===== src/rtl/floor_request_queue.sv =====
// floor_request_queue: FIFO of pending floor requests that feeds floor_comparator.
// The head entry is presented on pos0Mem and retired when deletePos0 is seen.
// When the queue is empty, pos0Mem shows actualFloor so the car stays parked.
// Optional feature: define FRQ_DEDUP_EN to reject requests already in the queue.
module floor_request_queue #(
  parameter int DEPTH   = 4,
  parameter int FLOOR_W = 2
) (
  input  logic                     clk,
  input  logic                     rst_n,
  input  logic [FLOOR_W-1:0]       reqFloor,
  input  logic                     reqValid,
  input  logic [FLOOR_W-1:0]       actualFloor,
  input  logic                     deletePos0,
  output logic [FLOOR_W-1:0]       pos0Mem,
  output logic                     pos0Valid,
  output logic [$clog2(DEPTH):0]   queueCount,
  output logic                     queueFull,
  output logic                     reqDropped
);

  localparam int PTR_W = $clog2(DEPTH);
  localparam int CNT_W = PTR_W + 1;

  // Circular buffer storage; contents are not reset
  logic [FLOOR_W-1:0] buf_q [DEPTH];

  logic [PTR_W-1:0] wr_ptr_q, wr_ptr_d;
  logic [PTR_W-1:0] rd_ptr_q, rd_ptr_d;
  logic [CNT_W-1:0] count_q, count_d;
  logic             pop_hold_q, pop_hold_d;
  logic             req_dropped_q, req_dropped_d;

  logic full;
  logic pop;
  logic push;
  logic dup;

  assign pos0Valid  = (count_q != '0);
  assign full       = (count_q == CNT_W'(DEPTH));
  assign queueFull  = full;
  assign queueCount = count_q;
  assign reqDropped = req_dropped_q;
  assign pos0Mem    = pos0Valid ? buf_q[rd_ptr_q] : actualFloor;

  // popHold blocks back-to-back pops so a stale deletePos0 cannot retire the new head
  assign pop = deletePos0 && pos0Valid && !pop_hold_q;

`ifdef FRQ_DEDUP_EN
  // An entry matches when it lies inside the valid window and holds the same floor;
  // the head is ignored while it is being popped since it is leaving the queue.
  logic [DEPTH-1:0] match;
  for (genvar gi = 0; gi < DEPTH; gi++) begin : g_match
    logic [PTR_W-1:0] offset;
    assign offset    = PTR_W'(gi) - rd_ptr_q;
    assign match[gi] = ({1'b0, offset} < count_q)
                    && (buf_q[gi] == reqFloor)
                    && !(pop && (offset == '0));
  end
  assign dup = |match;
`else
  assign dup = 1'b0;
`endif

  // A full queue only accepts when a slot is freed in the same cycle
  assign push = reqValid && (!full || pop) && !dup;

  // Next-state computation for pointers, count and status flags
  always_comb begin
    wr_ptr_d      = wr_ptr_q;
    rd_ptr_d      = rd_ptr_q;
    count_d       = count_q;
    pop_hold_d    = pop;
    req_dropped_d = reqValid && !push;
    if (push) begin
      wr_ptr_d = wr_ptr_q + PTR_W'(1);
    end
    if (pop) begin
      rd_ptr_d = rd_ptr_q + PTR_W'(1);
    end
    count_d = count_q + CNT_W'(push) - CNT_W'(pop);
  end

  // Control state register with asynchronous reset that discards all requests
  always_ff @(posedge clk or negedge rst_n) begin
    if (!rst_n) begin
      wr_ptr_q      <= '0;
      rd_ptr_q      <= '0;
      count_q       <= '0;
      pop_hold_q    <= 1'b0;
      req_dropped_q <= 1'b0;
    end else begin
      wr_ptr_q      <= wr_ptr_d;
      rd_ptr_q      <= rd_ptr_d;
      count_q       <= count_d;
      pop_hold_q    <= pop_hold_d;
      req_dropped_q <= req_dropped_d;
    end
  end

  // Write accepted request into the slot at the write pointer
  always_ff @(posedge clk) begin
    if (push) begin
      buf_q[wr_ptr_q] <= reqFloor;
    end
  end

endmodule

===== config.mk =====
export PLATFORM = sky130hd
export DESIGN_NAME = floor_request_queue
export DESIGN_NICKNAME = d
export VERILOG_FILES = /design/src/rtl/floor_request_queue.sv
export SDC_FILE = /design/constraint.sdc
export NUM_CORES = 1
export LEC_CHECK = 0
export CAP_MARGIN = 20
export CORE_AREA = 2 2 43 45
export DETAILED_ROUTE_END_ITERATION = 16
export DIE_AREA = 0 0 45 47
export GPL_TIMING_DRIVEN = 0
export PLACE_DENSITY = 0.84
export SETUP_SLACK_MARGIN = 0.1
export SLEW_MARGIN = 20
export SYNTH_ARGS = -nofsm -noshare
export SYNTH_HDL_FRONTEND = slang
export SYNTH_SLANG_ARGS = --single-unit

===== constraint.sdc =====
create_clock -name clk -period 5.9 [get_ports clk]
set_input_delay 1.475 -clock clk [delete_from_list [all_inputs] [get_ports clk]]
set_output_delay 1.475 -clock clk [all_outputs]
set_load 0.1 [all_outputs]

==> flow_metrics.py, run 1 <==
metrics = {
    "clocking": {
        "numCtsBuffers": 3,
        "clkLatencyLatePin_ns": 0.29,
        "holdBufCountCts": 0,
        "clock_path_buffers": 2,
        "post_cts_buffers": 0,
        "tritoncts": "yes",
        "clk_pin_slew_worst_paths_ns": 0.10,
        "ctsRootBufferMaster": "clkbuf_4",
        "cts_resized": 0,
        "cts_max_level": 1,
        "clock-sinks": 17,
    },
    "sta": {
        "max_freq_ghz": 0.214,
        "rsz0062_at_grt": "no",
        "slew_headroom": 0.346,
        "post-route-min-period_ns": 4.67,
        "slew_violations": 0,
        "finalClockSkew_ns": 0.00644,
        "setup_viol": 0,
        "period_share": 0.792,
        "tightest_slew_ns": 0.979,
        "tns_ns": 0,
        "hold_viol": 0,
    },
    "grt": {
        "use_met3": 0.0346,
        "grt_overflow": 0,
        "antenna_found_initial": 0,
        "busiest_layer": "met2",
        "grt_first_pass_wirelength_um": 2080,
        "grt_max_degree": 10,
        "globalRouteMet2Util": 0.300,
        "met1_usage": 0.142,
        "grt_pass1_vias": 464,
        "gr-usage-all-layers": 0.155,
    },
    "floorplanning": {
        "rows": 15,
        "start_util": 0.498,
        "dieArea_sq_um": 2120,
        "die_w_um": 45,
        "ioPinCount": 16,
        "die_h_um": 47,
        "core_sq_um": 1650,
    },
    "logic_synthesis": {
        "avgSynthCellArea_sq_um": 15.2,
        "ys_warn_count": 0,
        "ys_ff_latch": 17,
        "synthMuxAreaShare": 0.113,
        "synth-simple-area-share": 0.0928,
        "syn_inst": 54,
        "synth_nets": 68,
        "ys_types": 21,
        "syn_area_sq_um": 822,
        "ys_seq_area_frac": 0.566,
        "synth_compound_area_frac": 0.0244,
        "synth_fa_ha_area_frac": 0.100,
        "synth_top_family_by_area": "multiplexers",
        "synth_xor_area_frac": 0.0533,
    },
    "worst_setup_path": {
        "crit_path_end_kind": "primary output",
        "regToRegSetupSlack_ns": 3.48,
        "reg2reg_depth": 10,
        "cp-start-kind": "primary input",
        "crit_type": "primary input to primary output",
        "slowest_stage": "clkdlybuf4s50_1",
        "max_stage_delay_ns": 1.13,
        "crit_required_ns": 4.43,
        "rr_endpoint": "queueCount[2]",
        "worstSetupPathDepth": 3,
        "cp_max_fo": 1,
        "r2r_start": "queueCount[1]",
        "crit_buf_inv": 2,
        "crit_chain": "clkdlybuf4s50_1 > mux2_2 > clkdlybuf4s50_1",
        "crit_path_end": "pos0Mem[1]",
        "critical_path.top_delay_family": "buffers and inverters",
        "path_common_cell": "clkdlybuf4s50_1",
        "crit_arrival_ns": 3.20,
        "cp-startpoint": "actualFloor[1]",
    },
    "finish": {
        "layout-drive-gt1-share": 0.178,
        "layout_common_cells": "15 x clkdlybuf4s50_1, 9 x dfrtp_1, 8 x edfxtp_1",
        "layout.nets": 88,
        "layout_commonest_cell": "clkdlybuf4s50_1",
        "nFillCells": 134,
        "diodes": 0,
        "syn2layout_area_growth_pct": 24.0,
    },
    "route": {
        "detail-route-antenna-nets": 0,
        "dr_total_vias": 461,
        "wl_per_cell_um": 15.8,
        "drc": 0,
        "post_drt_via_cell_ratio": 5.12,
        "initialDrtViolationCount": 13,
        "dr.pass1.iters": 4,
        "drt-total-wl_um": 1420,
    },
    "place": {
        "gp_congestion": 0.617,
        "portBuffers": 15,
        "hpwl_um": 1170,
    },
    "min_path": {
        "hold_class": "register to register",
    },
    "flow_run": {
        "maxCapViolCount": 0,
    },
    "outcome": {
        "status": "finished clean",
    },
}
==> flip-flops by register name (all words and copies together), names as in the netlist <==
register    count
queueCount      3
pop_hold_q      1
reqDropped      1
wr_ptr_q        2
buf_q           8
rd_ptr_q        2
==> area by class of cell <==
class                      count  area (sq um)  area share
inverter                       5          18.8      0.0184
timing repair buffer          15           150       0.147
clock buffer                   4          26.3      0.0258
sequential                    17           465       0.456
buffer                         2          22.5      0.0221
tap                           17          21.3      0.0209
multi-input combinational     30           315       0.309
==> cell usage after synthesis (all sizes together) <==
| master | n | share of area |
|---|---|---|
| and2 | 5 | 0.041 |
| o21ai | 1 | 0.0061 |
| fa | 1 | 0.024 |
| nor3b | 1 | 0.0091 |
| xnor2 | 4 | 0.043 |
| mux4 | 2 | 0.055 |
| edfxtp | 8 | 0.29 |
| or3b | 1 | 0.014 |
| nor2b | 2 | 0.015 |
| or3 | 1 | 0.0076 |
| mux2 | 3 | 0.046 |
| o21a | 1 | 0.018 |
| mux2i | 1 | 0.012 |
| ha | 5 | 0.076 |
| nand3 | 1 | 0.0061 |
| buf | 2 | 0.027 |
| inv | 5 | 0.023 |
| dfrtp | 9 | 0.27 |
| xor2 | 1 | 0.011 |
==> stage by stage <==
| step | utilization | setup slack (ns) | hold slack, ns | std cells | area [sq um] |
|---|---|---|---|---|---|
| 2_1_floorplan | - | 2.35 | 0.481 | 54 | 822 |
| 3_3_place_gp | 0.602 | 1.25 | 0.517 | 86 | 993 |
| 3_5_place_dp | 0.602 | 1.23 | 0.549 | 86 | 993 |
| 4_1_cts | 0.617 | 1.22 | 0.564 | 90 | 1020 |
| 5_1_grt | 0.617 | 1.20 | 0.580 | 90 | 1020 |
| 6_report | 0.617 | 1.23 | 0.549 | 90 | 1020 |
==> per-layer routing <==
| metal | up-vias | wire [um] | share of wire |
|---|---|---|---|
| li1 | 220 | - | - |
| met1 | 226 | 527 | 0.37 |
| met2 | 13 | 831 | 0.58 |
| met3 | 2 | 45 | 0.032 |
| met4 | 0 | 17 | 0.012 |
| met5 | - | 0 | 0 |
==> worst min path at each step <==
stage / from / end / slack [ns] / cells after the start
3_5_place_dp: rd_ptr_q[1] / rd_ptr_q[1] / 0.55 / 1
2_1_floorplan: rd_ptr_q[1] / rd_ptr_q[1] / 0.48 / 1
4_1_cts: rd_ptr_q[1] / rd_ptr_q[1] / 0.56 / 1
3_3_place_gp: rd_ptr_q[1] / rd_ptr_q[1] / 0.52 / 1
5_1_grt: rd_ptr_q[1] / rd_ptr_q[1] / 0.58 / 1
6_report: rd_ptr_q[1] / rd_ptr_q[1] / 0.55 / 1
==> worst register-to-register path, stage by stage (launching register included) <==
cell and delay (ns):
dfrtp_1 0.47, or3_1 0.41, buf_6 0.14, and2_4 0.13
buf_6 0.12, mux2i_1 0.16, ha_1 0.17, inv_1 0.05
fa_1 0.38, xnor2_1 0.15, xnor2_1 0.12
==> kinds of logic (layout without fill, tap and decap cells) <==
| logic type | Yosys count | after routing |
|---|---|---|
| DFF | 17 | 17 |
| adders and majority gates | 6 | 6 |
| AOI/OAI and AO/OA | 2 | 2 |
| xor gates and xnor gates | 5 | 5 |
| buffers and inverters | 7 | 26 |
| muxes | 6 | 6 |
| and+or+nand+nor | 11 | 11 |
Power of run 1 is left out: the tool's default activity adds up to more than one toggle a clock period on the data nets, which glitch-free logic cannot reach.
==> run 2, diff against run 1 <==
- CORE_AREA: 2 2 43 45 -> 2 2 44 46
- DIE_AREA: 0 0 45 47 -> 0 0 46 48
- PLACE_DENSITY: 0.84 -> 0.81
- clock period: 5.9 -> 4.3 ns (I/O delays scaled with it)
==> flow_metrics.py, run 2 (same netlist as run 1, synthesis figures left out) <==
metrics = {
    "floorplanning": {
        "die_w_um": 46,
        "dieArea_sq_um": 2210,
        "ioPinCount": 16,
        "core_sq_um": 1690,
        "rows": 15,
        "die_h_um": 48,
        "start_util": 0.487,
    },
    "grt": {
        "gr-usage-all-layers": 0.135,
        "antenna_found_initial": 0,
        "grt_overflow": 0,
        "grt_first_pass_wirelength_um": 1910,
        "grt_max_degree": 11,
        "grt_pass1_vias": 447,
    },
    "route": {
        "initialDrtViolationCount": 4,
        "wl_per_cell_um": 14.0,
        "dr.pass1.iters": 2,
        "post_drt_via_cell_ratio": 4.97,
        "drc": 0,
        "detail-route-antenna-nets": 0,
        "dr_total_vias": 447,
        "drt-total-wl_um": 1260,
    },
    "place": {
        "pre_cts_slack_ns": 0.430,
        "hpwl_um": 1050,
        "dpl_cell_area_sq_um": 993,
        "portBuffers": 15,
        "dp.cells": 86,
        "gp_congestion": 0.667,
    },
    "clocking": {
        "numCtsBuffers": 3,
        "tritoncts": "yes",
        "clk_pin_slew_worst_paths_ns": 0.10,
        "clkLatencyLatePin_ns": 0.28,
        "clock-sinks": 17,
        "ctsRootBufferMaster": "clkbuf_4",
        "cts_resized": 0,
        "cts_max_level": 1,
        "holdBufCountCts": 0,
        "clock_path_buffers": 2,
        "post_cts_buffers": 0,
    },
    "finish": {
        "layout-drive-gt1-share": 0.192,
        "layout_commonest_cell": "clkdlybuf4s50_1",
        "diodes": 0,
        "layout_common_cells": "15 x clkdlybuf4s50_1, 9 x dfrtp_1, 8 x edfxtp_1",
        "fin_cells": 90,
        "largest_register": "buf_q",
        "layout.nets": 88,
        "largest_reg_flops": 8,
        "syn2layout_area_growth_pct": 24.2,
        "stdcell_area_sq_um": 1020,
    },
    "worst_setup_path": {
        "crit_type": "primary input to primary output",
        "crit_path_end_kind": "primary output",
        "cp_max_fo": 1,
        "worstSetupPathDepth": 3,
        "critical_path.top_delay_family": "buffers and inverters",
        "crit_buf_inv": 2,
        "reg2reg_depth": 10,
        "cp-start-kind": "primary input",
        "max_stage_delay_ns": 1.12,
        "crit_required_ns": 3.22,
        "slowest_stage": "clkdlybuf4s50_1",
        "crit_chain": "clkdlybuf4s50_1 > mux2_2 > clkdlybuf4s50_1",
        "crit_arrival_ns": 2.78,
        "path_common_cell": "clkdlybuf4s50_1",
    },
    "sta": {
        "period_share": 0.898,
        "max_freq_ghz": 0.259,
        "hold_viol": 0,
        "rsz0062_at_grt": "no",
        "tns_ns": 0,
        "slew_headroom": 0.339,
        "setup_viol": 0,
        "timing.final.ws_setup_ns": 0.440,
        "slew_violations": 0,
        "finalClockSkew_ns": 0.0120,
        "post-route-min-period_ns": 3.86,
        "tightest_slew_ns": 0.989,
    },
    "flow_run": {
        "maxCapViolCount": 0,
    },
    "outcome": {
        "status": "finished clean",
    },
    "min_path": {
        "whs_path_depth": 1,
        "hold_class": "register to register",
    },
}
run 2: cell count changes in the layout (fill, tap and decap cells not counted), sizes merged:
cell / delta
clkinv: +1
clkbuf: -1
run 2: worst paths after layout:
path,startpoint,endpoint,slack [ns]
max,actualFloor[0],pos0Mem[0],0.44
min,rd_ptr_q[1],rd_ptr_q[1],0.56
max reg2reg,queueCount[1],queueCount[2],1.87
min reg2reg,rd_ptr_q[1],rd_ptr_q[1],0.56
max in group asynchronous,rst_n,wr_ptr_q[1],2.95
min in group asynchronous,rst_n,pop_hold_q,1.06
run 2: worst reg2reg max path: cells and delay by family, from the launching register on:
kind / cells / cell delay [ns]
simple gates: 2 / 0.57
xor+xnor: 2 / 0.32
mux: 1 / 0.16
buf+inv: 3 / 0.32
fa+ha+maj: 2 / 0.53
flops: 1 / 0.46
run 2: area by class of cell:
class	count	area, sq um
multi-input cells	30	315
fillers	128	668
flip-flops and latches	17	465
inverters	5	18.8
repair buffers	15	150
plain buffers	2	22.5
well taps	17	21.3
clock inverters	1	5.00
clock buffers	3	22.5
run 2: per-layer routing:
metal,GRT usage,routed length [um]
met5,0,0
met4,0.0857,20
met3,0.0453,34
met2,0.250,714
met1,0.128,487
run 2: metrics by stage:
step	hold slack, ns	utilization
finish	0.564	0.604
global route	0.589	0.604
CTS	0.580	0.604
detailed placement	0.561	0.588
global placement	0.524	0.588
floorplan	0.481	-
Power of run 2 is left out for the same reason.
==> RTL change: new RTL, config.mk and constraints of run 1 <==
Register the output `queueCount` once more, with the module's reset; this adds one clock of latency there. The other outputs are not delayed to match.
--- a/src/rtl/floor_request_queue.sv
+++ b/src/rtl/floor_request_queue.sv
@@ -39,7 +39,13 @@
   assign pos0Valid  = (count_q != '0);
   assign full       = (count_q == CNT_W'(DEPTH));
   assign queueFull  = full;
-  assign queueCount = count_q;
+  always_ff @(posedge clk or negedge rst_n) begin
+    if (!rst_n) begin
+      queueCount <= '0;
+    end else begin
+      queueCount <= count_q;
+    end
+  end
   assign reqDropped = req_dropped_q;
   assign pos0Mem    = pos0Valid ? buf_q[rd_ptr_q] : actualFloor;
 
Behaviour: not the same (Yosys sat finds a counterexample within 4 cycles, from zero or initial values and one cycle with rst_n low).
==> RTL change against run 1 <==
Worst setup slack better by 1.0 ps; routed wire length is 17% lower; utilization is 5.2 points higher; critical endpoint is now pos0Mem[0]; design area is 8.3% higher; die area stayed put; sequential cell count is 3 higher; area after synthesis is 9.1% higher; fmax hardly changed.
Power is left out: the tool's default activity adds up to more than one toggle a clock period on the data nets, which glitch-free logic cannot reach.
==> RTL change: results (changes against run 1) <==
| Metric | Value |
|---|---|
| Antenna fix cells | `0 (unchanged)` |
| DR iter-0 viols | `3 (-10)` |
| Pre-CTS setup slack | `1210 ps (-21.8 ps)` |
| Synth cell count leaders | `dfrtp_1, edfxtp_1, ha_1, inv_1` |
| First-pass GRT wire length | `1.91 mm (-7.9%)` |
| Area contributors post-synth | `dfrtp_1, edfxtp_1, ha_1` |
| Layout cell share with drive strength beyond 1 | `18.4% (+0.61 points)` |
| Hpwl dp | `926 um (-21%)` |
| Compound-Gate Fraction of Synth Area | `2.23% (-0.20 points)` |
| Gp weighted congestion | `0.678 (+9.9%)` |
| Worst-Margin Slew | `969 ps (-9.29 ps)` |
| Fill cells | `116 (-13%)` |
| Layout Skew | `3.56 ps (-2.88 ps)` |
| Post-synthesis adder-cell area fraction | `9.21% (-0.84 points)` |
| Sequential fraction of the synthesis area | `60.3% (+3.6 points)` |
| Worst path slowest cell | `clkdlybuf4s50_1` |
| Setup crit start | `actualFloor[0]` |
| Origin of the critical flop-to-flop path | `count_q[1]$_DFF_PN0_` |
| Clock sink count | `20 (+3)` |
| All-Layer GR Usage | `13.0% (-2.5 points)` |
| Largest net degree at the start of global routing | `13 (+3)` |
| Multiplexer area fraction after synthesis | `10.3% (-0.94 points)` |
| Final net count | `91 (+3.4%)` |
| Critical path arrival | `3190 ps (about the same)` |
| Hold crit path type | `reg -> reg` |
| Asr flop ratio synth | `60.0% (+7.1 points)` |
| Hold_sp | `count_q[0]$_DFF_PN0_` |
| Status | `finished, final reports clean` |
| Syn_nets | `71 (+4.4%)` |
| Via Count | `464 (+0.65%)` |
| Dpl cell area | `1070 um2 (+7.6%)` |
| Vias in the first global route | `465 (+0.22%)` |
[RTL change: cell count changes after synthesis, sizes merged]
cell / before / now
dfrtp: 9 / 12
[RTL change: metrics by stage]
stage,hold WS (ps),std cells
finish,454,93
global route,468,93
CTS,448,93
detailed placement,423,89
global placement,419,89
floorplan,395,57
[RTL change: logic make-up after synthesis]
| logic type | count (synthesis) |
|---|---|
| XOR/XNOR | 5 |
| AO/OA/AOI/OAI | 2 |
| flip-flops | 20 |
| buffers and inverters | 7 |
| multiplexers | 6 |
| AND/OR/NAND/NOR | 11 |
| adder cells (fa/ha/maj) | 6 |
[RTL change: path summary, 6_finish.rpt]
| check | depth (start not counted) | endpoint | slack (ps) |
|---|---|---|---|
| max in group asynchronous | 1 | wr_ptr_q[1]$_DFFE_PN0P_ | 4050 |
| worst min register to register | 0 | queueCount[0]$_DFF_PN0_ | 450 |
| min in group asynchronous | 1 | pop_hold_q$_DFF_PN0_ | 1520 |
| worst min-delay path | 0 | queueCount[0]$_DFF_PN0_ | 450 |
| worst max register to register | 10 | count_q[2]$_DFF_PN0_ | 3550 |
| worst max-delay path | 3 | pos0Mem[0] | 1230 |
[RTL change: routing by layer]
metal / vias up / GRT usage [%] / wire length [um]
met4: 0 / 5.29 / 12
met1: 224 / 16.8 / 523
met5: - / 0 / 0
li1: 228 / - / -
met2: 10 / 21.1 / 582
met3: 2 / 3.46 / 57
[RTL change: area by class of cell]
cell class	instances	area, um2	area share (%)
timing repair buffer	15	150	13.6
sequential	20	541	48.9
tap	17	21.3	1.93
inverter	5	18.8	1.70
buffer	2	22.5	2.04
clock buffer	4	36.3	3.28
multi-input combinational	30	315	28.5
